`src/rtl/axi_intr_ctrl_n.sv`:
```
// AXI4-Lite interrupt controller: GIE/IER/ISR/IAR/IPR/ILR, edge or level sources.
// Define INTR_SW_TRIGGER_EN to enable the ISET software-trigger register at 0x18.
module axi_intr_ctrl_n #(
  parameter int          C_NUM_OF_INTR      = 4,
  parameter int          C_S_AXI_DATA_WIDTH = 32,
  parameter int          C_S_AXI_ADDR_WIDTH = 5,
  parameter logic [31:0] C_INTR_MODE_RST    = 32'h0,
  parameter bit          C_IRQ_SENSITIVITY  = 1'b1,
  parameter bit          C_IRQ_ACTIVE_STATE = 1'b1,
  parameter int          C_SYNC_STAGES      = 2
) (
  input  logic                            S_AXI_ACLK,
  input  logic                            S_AXI_ARESET,
  input  logic [C_S_AXI_ADDR_WIDTH-1:0]   S_AXI_AWADDR,
  input  logic [2:0]                      S_AXI_AWPROT,
  input  logic                            S_AXI_AWVALID,
  output logic                            S_AXI_AWREADY,
  input  logic [C_S_AXI_DATA_WIDTH-1:0]   S_AXI_WDATA,
  input  logic [C_S_AXI_DATA_WIDTH/8-1:0] S_AXI_WSTRB,
  input  logic                            S_AXI_WVALID,
  output logic                            S_AXI_WREADY,
  output logic [1:0]                      S_AXI_BRESP,
  output logic                            S_AXI_BVALID,
  input  logic                            S_AXI_BREADY,
  input  logic [C_S_AXI_ADDR_WIDTH-1:0]   S_AXI_ARADDR,
  input  logic [2:0]                      S_AXI_ARPROT,
  input  logic                            S_AXI_ARVALID,
  output logic                            S_AXI_ARREADY,
  output logic [C_S_AXI_DATA_WIDTH-1:0]   S_AXI_RDATA,
  output logic [1:0]                      S_AXI_RRESP,
  output logic                            S_AXI_RVALID,
  input  logic                            S_AXI_RREADY,
  input  logic [C_NUM_OF_INTR-1:0]        intr_in,
  output logic                            irq
);
  localparam int N = C_NUM_OF_INTR;
  localparam int S = C_SYNC_STAGES;

  typedef enum logic {W_IDLE, W_RESP} wstate_e;
  typedef enum logic {R_IDLE, R_DATA} rstate_e;

  wstate_e wst_q;
  rstate_e rst_q;
  logic awready_q, bvalid_q, arready_q, rvalid_q;
  logic [C_S_AXI_DATA_WIDTH-1:0] rdata_q;

  logic [S-1:0][N-1:0] sync_q;
  logic [N-1:0] prev_q, ier_q, ier_d, ilr_q, ilr_d, isr_q, isr_d;
  logic         gie_q, gie_d, any_q, irq_q;
  logic [N-1:0] src, hw_set, clr, ipr;
  logic         wr, any;
  logic [2:0]   wsel;
  logic [31:0]  rd;
`ifdef INTR_SW_TRIGGER_EN
  logic [N-1:0] iset;
`endif

  always_comb begin
    src    = sync_q[S-1];
    hw_set = (ilr_q & src) | (~ilr_q & src & ~prev_q);
    wr     = awready_q;
    wsel   = S_AXI_AWADDR[4:2];
    gie_d  = gie_q;
    ier_d  = ier_q;
    ilr_d  = ilr_q;
    clr    = '0;
`ifdef INTR_SW_TRIGGER_EN
    iset   = '0;
`endif
    if (wr) begin
      case (wsel)
        3'd0: if (S_AXI_WSTRB[0]) gie_d = S_AXI_WDATA[0];
        3'd1: for (int i = 0; i < N; i++)
                if (S_AXI_WSTRB[i/8]) ier_d[i] = S_AXI_WDATA[i];
        3'd3: clr = S_AXI_WDATA[N-1:0];
        3'd5: for (int i = 0; i < N; i++)
                if (S_AXI_WSTRB[i/8]) ilr_d[i] = S_AXI_WDATA[i];
`ifdef INTR_SW_TRIGGER_EN
        3'd6: iset = S_AXI_WDATA[N-1:0];
`endif
        default: ;
      endcase
    end
    // set beats clear on the same bit
`ifdef INTR_SW_TRIGGER_EN
    isr_d = (isr_q & ~clr) | hw_set | iset;
`else
    isr_d = (isr_q & ~clr) | hw_set;
`endif
    ipr = isr_q & ier_q;
    any = gie_q & (|ipr);
  end

  always_comb begin
    rd = '0;
    case (S_AXI_ARADDR[4:2])
      3'd0: rd[0]     = gie_q;
      3'd1: rd[N-1:0] = ier_q;
      3'd2: rd[N-1:0] = isr_q;
      3'd4: rd[N-1:0] = ipr;
      3'd5: rd[N-1:0] = ilr_q;
      default: ;
    endcase
  end

  always_ff @(posedge S_AXI_ACLK or posedge S_AXI_ARESET) begin
    if (S_AXI_ARESET) begin
      sync_q <= '0;
      prev_q <= '0;
      gie_q  <= 1'b0;
      ier_q  <= '0;
      ilr_q  <= C_INTR_MODE_RST[N-1:0];
      isr_q  <= '0;
      any_q  <= 1'b0;
      irq_q  <= ~C_IRQ_ACTIVE_STATE;
    end else begin
      sync_q <= (S > 1) ? {sync_q[S-2:0], intr_in} : intr_in;
      prev_q <= src;
      gie_q  <= gie_d;
      ier_q  <= ier_d;
      ilr_q  <= ilr_d;
      isr_q  <= isr_d;
      any_q  <= any;
      if (C_IRQ_SENSITIVITY)
        irq_q <= any ? C_IRQ_ACTIVE_STATE : ~C_IRQ_ACTIVE_STATE;
      else
        irq_q <= (any & ~any_q) ? C_IRQ_ACTIVE_STATE : ~C_IRQ_ACTIVE_STATE;
    end
  end

  always_ff @(posedge S_AXI_ACLK or posedge S_AXI_ARESET) begin
    if (S_AXI_ARESET) begin
      wst_q     <= W_IDLE;
      awready_q <= 1'b0;
      bvalid_q  <= 1'b0;
    end else begin
      unique case (wst_q)
        W_IDLE: begin
          if (awready_q) begin
            awready_q <= 1'b0;
            bvalid_q  <= 1'b1;
            wst_q     <= W_RESP;
          end else if (S_AXI_AWVALID && S_AXI_WVALID) begin
            awready_q <= 1'b1;
          end
        end
        W_RESP: if (S_AXI_BREADY) begin
          bvalid_q <= 1'b0;
          wst_q    <= W_IDLE;
        end
      endcase
    end
  end

  always_ff @(posedge S_AXI_ACLK or posedge S_AXI_ARESET) begin
    if (S_AXI_ARESET) begin
      rst_q     <= R_IDLE;
      arready_q <= 1'b0;
      rvalid_q  <= 1'b0;
      rdata_q   <= '0;
    end else begin
      unique case (rst_q)
        R_IDLE: begin
          if (arready_q) begin
            arready_q <= 1'b0;
            rvalid_q  <= 1'b1;
            rdata_q   <= rd;
            rst_q     <= R_DATA;
          end else if (S_AXI_ARVALID) begin
            arready_q <= 1'b1;
          end
        end
        R_DATA: if (S_AXI_RREADY) begin
          rvalid_q <= 1'b0;
          rst_q    <= R_IDLE;
        end
      endcase
    end
  end

  logic unused_ok;
  assign unused_ok = ^{S_AXI_AWPROT, S_AXI_ARPROT, S_AXI_WDATA,
                       S_AXI_WSTRB, S_AXI_AWADDR, S_AXI_ARADDR};

  assign S_AXI_AWREADY = awready_q;
  assign S_AXI_WREADY  = awready_q;
  assign S_AXI_BVALID  = bvalid_q;
  assign S_AXI_BRESP   = 2'b00;
  assign S_AXI_ARREADY = arready_q;
  assign S_AXI_RVALID  = rvalid_q;
  assign S_AXI_RDATA   = rdata_q;
  assign S_AXI_RRESP   = 2'b00;
  assign irq           = irq_q;
endmodule

```
`config.mk`:
```
export PLATFORM = sky130hd
export DESIGN_NAME = axi_intr_ctrl_n
export DESIGN_NICKNAME = d
export VERILOG_FILES = /design/src/rtl/axi_intr_ctrl_n.sv
export SDC_FILE = /design/constraint.sdc
export NUM_CORES = 1
export LEC_CHECK = 0
export BUFFER_PORTS_ARGS = -buffer_cell sky130_fd_sc_hd__buf_2
export CORE_UTILIZATION = 43
export CTS_CLUSTER_SIZE = 16
export DETAILED_ROUTE_END_ITERATION = 8
export PLACE_DENSITY = 0.76
export SLEW_MARGIN = 20
export SYNTH_ARGS = -nofsm -noshare
export SYNTH_HDL_FRONTEND = slang
export SYNTH_SLANG_ARGS = --single-unit
export TNS_END_PERCENT = 30
```
`constraint.sdc`:
```
create_clock -name S_AXI_ACLK -period 1.4 [get_ports S_AXI_ACLK]
set_input_delay 0.21 -clock S_AXI_ACLK [delete_from_list [all_inputs] [get_ports S_AXI_ACLK]]
set_output_delay 0.21 -clock S_AXI_ACLK [all_outputs]
set_load 0.01 [all_outputs]
```
==> qor.log, run 1 <==
[yosys] dominant synthesized flop cell sky130_fd_sc_hd__dfrtp_1
[clock_network] number of buffers inserted for hold repair after clock tree synthesis 0
[sta] number of endpoints with negative hold slack in the final report 0
[clock_network] Root Buffer Master sky130_fd_sc_hd__clkbuf_8
[drt] remaining routing DRC violations 0
[clock_network] Worst-path clk slew 0.07 ns
[placement] final estimated routing congestion in global placement 0.694
[drt] total routed wirelength 2700 µm
[global_routing] total congestion overflow after global routing 0
[critical_path] startpoint kind of the worst setup timing path register
[pwr] Sequential Power Share 45.6%
[critical_path] Setup Crit Path Kind reg2reg
[yosys] number of storage elements in the synthesis netlist 36
[global_routing] wire length of the first global-routing pass 4500 µm
[layout] share of post-route cells with drive strength above 1 31.1%
[yosys] number of warnings reported in the yosys synthesis log 0
[pwr] clock network fraction of design power 26.3%
[sta] final period demand of the worst path 1.26 ns
[floorplanning] row cnt 22
[sta] clock tree skew after final layout 0.00436 ns
[drt] DR vias 1084
[pwr] power density over cell area 1720 nW/µm²
[drt] number of DRC markers after the initial detailed-route iteration 56
[layout] Area Overhead vs Synth 12.0%
[global_routing] maximum number of pins on one net before global-route repair 37
[sta] aggregate negative setup slack 0 ns
[floorplanning] area of the die 4300 µm²
[sta] highest clock frequency the design can meet 791 MHz
[run] max-capacitance violation count 0
[pwr] Internal Power 2.34 mW
[floorplanning] Die X-Extent 65.6 µm
[placement] Detail Placement HPWL 2010 µm
[sta] setup repair after global routing missed its margin no
[yosys] Cell Area, Synth 1740 µm²
[yosys] unique cell type count in the Yosys netlist 34
[global_routing] overall global routing resource usage 14.3%
[yosys] number of standard cells after synthesis 152
[clock_network] H-tree depth reported by CTS 2
[critical_path] worst-path maximum fanout 4
[drt] Pre-Repair DR Iteration Count 4
[clock_network] CTS tree yes
[pwr] Sw Pwr 1.00 mW
[yosys] number of enable flip-flop cells after synthesis 0
[sta] total count of max-transition violations in the final report 0
[clock_network] TritonCTS Sinks 36
[floorplanning] floorplan core area 3770 µm²
[layout] # nets final 252
[sta] Period Utilization, post-route 90.2%
[drt] post-detailed-route wirelength per cell 11.3 µm
[hold_path] Min-Delay Path Class in2async
[critical_path] arrival time at the worst endpoint 1.43 ns
[yosys] Synth async-reset ratio 100%
[floorplanning] Initial Util 46.1%
[drt] Avg Vias per Cell 4.55
[drt] number of routed nets with antenna violations 0
[clock_network] clock buffer depth 2
[yosys] sequential cell area fraction in the yosys report 51.8%
[pwr] Leakage 0.966 nW
[placement] Port Buffers 31
[clock_network] number of buffers created by CTS 5
[floorplanning] number of top-level design ports 105
[critical_path] number of cells on the worst reg-to-reg path 3
[critical_path] data required time at the worst endpoint 1.57 ns
[global_routing] antenna violations before repair 0
[pwr] combinational cell fraction of total power 28.1%
[sta] number of endpoints failing setup at the final stage 0
[layout] # diodes 0
[critical_path] Worst setup EP type register
[pwr] maximum resistive drop on vdd 0.000860 V
[floorplanning] Chip Height 65.6 µm
[sta] smallest hold slack 0.00393 ns
[yosys] Avg Synthesized Cell Area 11.4 µm²
[status] run status finished, final reports clean
[clock_network] insertion delay to the later sink of the worst-skew pair 0.28 ns
[pwr] Switching Share 29.9%
[global_routing] number of global-route vias before repair 1011
-- timing repair --
| item | 4_1_cts | 5_1_grt |
|---|---|---|
| gates resized for setup | 0 | 1 |
| endpoints found under the setup margin | 0 | 3 |
| buffers inserted | 0 | 0 |
-- power groups by stage --
stage | clock network, mW | logic (mW) | registers, mW
floorplan | 0 | 0.624 | 1.59
global placement | 0 | 0.912 | 1.53
detailed placement | 0 | 0.944 | 1.55
CTS | 0.913 | 0.951 | 1.53
global route | 0.952 | 1.05 | 1.57
finish | 0.879 | 0.939 | 1.53
-- worst max-delay path, stage by stage, from the launching register on --
cell,delay [ns]
sky130_fd_sc_hd__dfrtp_1,0.36
sky130_fd_sc_hd__nand3b_2,0.14
sky130_fd_sc_hd__nor3b_4,0.29
sky130_fd_sc_hd__mux2_2,0.36
-- synth_stat cells (2+ instances only) --
| library cell | instances | area share [%] |
|---|---|---|
| sky130_fd_sc_hd__nor2_1 | 4 | 0.86 |
| sky130_fd_sc_hd__nand3_1 | 2 | 0.58 |
| sky130_fd_sc_hd__buf_2 | 2 | 0.58 |
| sky130_fd_sc_hd__mux2_2 | 11 | 7.1 |
| sky130_fd_sc_hd__inv_1 | 4 | 0.86 |
| sky130_fd_sc_hd__nand2_1 | 12 | 2.6 |
| sky130_fd_sc_hd__nand2b_1 | 5 | 1.8 |
| sky130_fd_sc_hd__dfrtp_1 | 36 | 52 |
| sky130_fd_sc_hd__o22ai_1 | 3 | 1.1 |
| sky130_fd_sc_hd__a22oi_1 | 2 | 0.86 |
| sky130_fd_sc_hd__o21ai_0 | 3 | 0.86 |
| sky130_fd_sc_hd__nor4bb_1 | 2 | 1.2 |
| sky130_fd_sc_hd__nor2b_1 | 3 | 1.1 |
| sky130_fd_sc_hd__a32oi_1 | 2 | 1.0 |
| sky130_fd_sc_hd__a21oi_1 | 3 | 0.86 |
| sky130_fd_sc_hd__mux2i_1 | 3 | 1.7 |
| sky130_fd_sc_hd__buf_4 | 34 | 15 |
| sky130_fd_sc_hd__a22o_1 | 4 | 2.0 |
| sky130_fd_sc_hd__nand3b_1 | 2 | 0.86 |
-- cells by family (layout without fill, tap and decap cells) --
family / Yosys count / after routing / share of synthesized area (%)
muxes: 14 / 14 / 8.86
other: 1 / 32 / 0.216
DFF: 36 / 36 / 51.8
AOI/OAI and AO/OA: 22 / 22 / 9.22
and+or+nand+nor: 38 / 38 / 13.5
buffers and inverters: 41 / 48 / 16.4
-- metrics by stage --
stage	std cells	setup WS [ns]	utilization, %	total power [mW]	cell area, µm²
6_report	238	0.137	51.6	3.34	1950
3_5_place_dp	230	0.0531	48.7	2.49	1840
2_1_floorplan	183	0.0649	-	2.21	1850
5_1_grt	238	0.0537	51.6	3.58	1950
4_1_cts	238	0.0833	51.6	3.39	1940
3_3_place_gp	230	0.0715	48.7	2.44	1840
-- cell type report --
class	instances	area (µm²)
fill	359	1820
clock inverter	2	35.0
timing repair buffer	36	193
multi-input combinational	106	671
inverter	4	15.0
sequential	36	901
tap	48	60.1
clock buffer	6	72.6
-- worst paths after layout --
path | slack, ns | endpoint | startpoint
max reg2reg | 0.14 | ier_q[0]$_DFFE_PP0P_ | S_AXI_AWREADY$_DFFE_PP0N_
min reg2reg | 0.35 | src[0]$_DFF_PP0_ | sync_q[0]$_DFF_PP0_
min in group S_AXI_ACLK | 0.02 | sync_q[3]$_DFF_PP0_ | intr_in[3]
min | 0.004 | wst_q$_DFF_PP0_ | S_AXI_ARESET
max in group asynchronous | 1.09 | sync_q[0]$_DFF_PP0_ | S_AXI_ARESET
max | 0.14 | ier_q[0]$_DFFE_PP0P_ | S_AXI_AWREADY$_DFFE_PP0N_
-- metal layers --
metal  vias to the layer above  part of all wire [%]  wire length, µm  global-route usage, %
met3                         4                   7.4              199                   6.60
met4                         0                   1.3               34                   5.71
li1                        534                     -                -                      -
met1                       509                    44             1190                   17.8
met5                         -                     0                0                      0
met2                        37                    47             1280                   21.3
-- state kept, by name, summed over array words and instances, names as in the netlist, 4 cells and up --
| signal | count |
|---|---|
| S_AXI_RDATA | 4 |
| isr_q | 4 |
| sync_q | 4 |
| src | 4 |
| ilr_q | 4 |
| ier_q | 4 |
| prev_q | 4 |
-- placed cells by master (no fill, tap or decap), drive strengths merged --
| cell | n |
|---|---|
| nand3b | 3 |
| a22oi | 2 |
| a21boi | 1 |
| nand4bb | 1 |
| inv | 4 |
| mux2i | 3 |
| and3b | 1 |
| mux2 | 11 |
| a32oi | 2 |
| o311ai | 1 |
| clkinv | 1 |
| o211ai | 1 |
| clkbuf | 6 |
| nand2 | 12 |
| o21ai | 3 |
| a41oi | 1 |
| nand3 | 2 |
| a22o | 4 |
| nor4bb | 2 |
| nor3b | 2 |
| a21oi | 3 |
| bufinv | 1 |
| conb | 32 |
| o22ai | 3 |
| nand2b | 5 |
| and4b | 1 |
| nor2 | 5 |
| nor2b | 3 |
| o221a | 1 |
| dfrtp | 36 |
| buf | 36 |
| nor3 | 1 |
No activity file was read; power rests on OpenSTA's default activity.
==> run 2, diff against run 1 <==
--- a/config.mk
+++ b/config.mk
@@ -6,10 +6,11 @@
 export NUM_CORES = 1
 export LEC_CHECK = 0
 export BUFFER_PORTS_ARGS = -buffer_cell sky130_fd_sc_hd__buf_2
-export CORE_UTILIZATION = 43
+export CORE_UTILIZATION = 44
+export CTS_BUF_LIST = sky130_fd_sc_hd__clkbuf_2 sky130_fd_sc_hd__clkbuf_4 sky130_fd_sc_hd__clkbuf_8
 export CTS_CLUSTER_SIZE = 16
 export DETAILED_ROUTE_END_ITERATION = 8
-export PLACE_DENSITY = 0.76
+export PLACE_DENSITY = 0.77
 export SLEW_MARGIN = 20
 export SYNTH_ARGS = -nofsm -noshare
 export SYNTH_HDL_FRONTEND = slang
==> constraint.sdc (replaced) <==
create_clock -name S_AXI_ACLK -period 1.17 [get_ports S_AXI_ACLK]
set_input_delay 0.1755 -clock S_AXI_ACLK [delete_from_list [all_inputs] [get_ports S_AXI_ACLK]]
set_output_delay 0.1755 -clock S_AXI_ACLK [all_outputs]
set_load 0.01 [all_outputs]
==> qor.log, run 2 (synthesis results as in run 1) <==
[floorplanning] Initial Util 46.8%
[clock_network] insertion delay to the later sink of the worst-skew pair 0.28 ns
[clock_network] Worst-path clk slew 0.07 ns
[critical_path] slowest stage cell, crit path sky130_fd_sc_hd__dfrtp_2
[pwr] clock network fraction of design power 23.5%
[sta] Period Utilization, post-route 105%
[floorplanning] Die X-Extent 64.8 µm
[clock_network] CTS tree yes
[pwr] combinational cell fraction of total power 30.3%
[pwr] Sequential Power Share 46.2%
[placement] final estimated routing congestion in global placement 0.720
[status] run status complete, but fails checks
[critical_path] Worst setup EP type register
[global_routing] number of global-route vias before repair 1082
[pwr] power density over cell area 1950 nW/µm²
[drt] post-detailed-route wirelength per cell 12.0 µm
[sta] number of endpoints with negative hold slack in the final report 0
[critical_path] reg-to-reg setup timing slack -0.06 ns
[clock_network] H-tree depth reported by CTS 2
[placement] Port Buffers 31
[floorplanning] Chip Height 64.8 µm
[drt] Avg Vias per Cell 4.56
[drt] DR vias 1118
[global_routing] total congestion overflow after global routing 0
[pwr] Internal Power 2.75 mW
[drt] number of DRC markers after the initial detailed-route iteration 27
[sta] setup slack after layout -0.0634 ns
[drt] total routed wirelength 2950 µm
[critical_path] reg-to-reg critical path endpoint ier_q[2]$_DFFE_PP0P_
[status] violations in the final reports negative setup slack
[drt] number of routed nets with antenna violations 0
[global_routing] overall global routing resource usage 15.8%
[critical_path] Setup Crit Path Kind reg2reg
[sta] highest clock frequency the design can meet 811 MHz
[sta] final period demand of the worst path 1.23 ns
[sta] number of endpoints failing setup at the final stage 8
[critical_path] crit path buf inv count 0
[hold_path] hold depth 2
[pwr] Pwr Total 3.96 mW
[global_routing] wire length of the first global-routing pass 4830 µm
[critical_path] worst-path maximum fanout 4
[critical_path] ordered list of cells on the worst path nand3b_4, nor3b_4, mux2_2
[drt] remaining routing DRC violations 0
[critical_path] slowest stage delay, CP 0.38 ns
[placement] cell area reported after detailed placement 1870 µm²
[sta] clock tree skew after final layout 0.00538 ns
[layout] commonest non-fill, non-tap cells in the layout 35 x sky130_fd_sc_hd__dfrtp_1, 32 x sky130_fd_sc_hd__conb_1, 31 x sky130_fd_sc_hd__buf_2
[floorplanning] floorplan core area 3720 µm²
[layout] most common library cell in the layout ignoring fill and taps sky130_fd_sc_hd__dfrtp_1
[critical_path] arrival time at the worst endpoint 1.40 ns
[critical_path] startpoint kind of the worst setup timing path register
[pwr] Switching Share 30.6%
[run] max-capacitance violation count 0
[critical_path] number of cells on the worst reg-to-reg path 3
[hold_path] launch point of the worst hold path S_AXI_BREADY
[pwr] maximum resistive drop on vdd 0.000815 V
[hold_path] Min-Delay Path Class in2reg
[hold_path] destination of the worst hold path wst_q$_DFF_PP0_
[critical_path] data required time at the worst endpoint 1.34 ns
[critical_path] Top Family by Delay on Critical Path flip-flops
[layout] share of post-route cells with drive strength above 1 32.5%
[floorplanning] area of the die 4200 µm²
[clock_network] number of buffers created by CTS 5
[clock_network] Root Buffer Master sky130_fd_sc_hd__clkbuf_8
[floorplanning] number of top-level design ports 105
[layout] post-route standard cell area excluding fillers 2030 µm²
[placement] Detail Placement HPWL 2070 µm
[critical_path] startpoint of the worst setup timing path S_AXI_AWREADY$_DFFE_PP0N_
[floorplanning] row cnt 22
[layout] # nets final 259
[layout] filler instances 356
[drt] Pre-Repair DR Iteration Count 4
[global_routing] maximum number of pins on one net before global-route repair 37
[layout] Area Overhead vs Synth 16.8%
[clock_network] TritonCTS Sinks 36
[global_routing] antenna violations before repair 0
[clock_network] clock buffer depth 2
[sta] setup repair after global routing missed its margin yes
[sta] total count of max-transition violations in the final report 0
[pwr] Sw Pwr 1.21 mW
[layout] # diodes 0
[critical_path] R2R Path Start S_AXI_AWREADY$_DFFE_PP0N_
[pwr] Leakage 1.01 nW
[run 2: how the worst max path moves through the flow]
stage / endpoint / slack (ns) / cells after the start
after floorplan: ier_q[0]$_DFFE_PP0P_ / -0.1 / 3
after global placement: ier_q[1]$_DFFE_PP0P_ / -0.08 / 3
after detailed placement: ier_q[2]$_DFFE_PP0P_ / -0.09 / 3
after CTS: ier_q[2]$_DFFE_PP0P_ / -0.09 / 3
after global routing: ier_q[2]$_DFFE_PP0P_ / -0.12 / 3
final: ier_q[2]$_DFFE_PP0P_ / -0.06 / 3
[run 2: stage by stage]
| step | setup slack, ns | util [%] | instances | hold WS [ns] | TNS (ns) |
|---|---|---|---|---|---|
| after floorplan | -0.0991 | - | 183 | 0.207 | -0.507 |
| after global placement | -0.0773 | 50.2 | 231 | 0.230 | -0.387 |
| after detailed placement | -0.0935 | 50.2 | 231 | 0.235 | -0.528 |
| after CTS | -0.0870 | 54.2 | 244 | 0.0690 | -0.511 |
| after global routing | -0.116 | 54.6 | 245 | 0.0901 | -1.06 |
| final | -0.0634 | 54.6 | 245 | 0.0858 | -0.335 |
[run 2: what timing repair did]
action | in CTS | in global routing
pin swaps | 1 | 0
hold buffers | 5 | 0
gates resized for setup | 1 | 5
endpoints found under the hold margin | 40 | 0
buffers inserted | 0 | 1
setup endpoints to repair | 14 | 18
[run 2: final cells by class]
| type | instances | area, µm² | share of cell area (%) |
|---|---|---|---|
| sequential | 36 | 902 | 44.5 |
| multi-input combinational | 106 | 681 | 33.5 |
| timing repair buffer | 43 | 274 | 13.5 |
| clock buffer | 8 | 97.6 | 4.81 |
| tap | 48 | 60.1 | 2.96 |
| inverter | 4 | 15.0 | 0.740 |
[run 2: worst reg2reg max path, delay by kind of cell, from the launching register on]
family	cells	cell delay, ns
flops	1	0.38
simple gates	2	0.37
mux	1	0.37
[run 2: power by group through the flow]
stage | logic (mW) | clock network [mW] | registers (mW)
2_1_floorplan | 0.750 | 0 | 1.90
3_3_place_gp | 1.11 | 0 | 1.83
3_5_place_dp | 1.15 | 0 | 1.85
4_1_cts | 1.18 | 0.973 | 1.83
5_1_grt | 1.34 | 1.00 | 1.88
6_report | 1.20 | 0.932 | 1.83
[run 2: metal layers]
metal / GRT usage, % / wire (µm) / vias to the layer above / part of all wire, %
met2: 25.0 / 1420 / 42 / 48
met5: 0 / 0 / - / 0
met4: 5.83 / 35 / 0 / 1.2
met3: 5.99 / 200 / 3 / 6.8
met1: 19.4 / 1290 / 528 / 44
li1: - / - / 545 / -
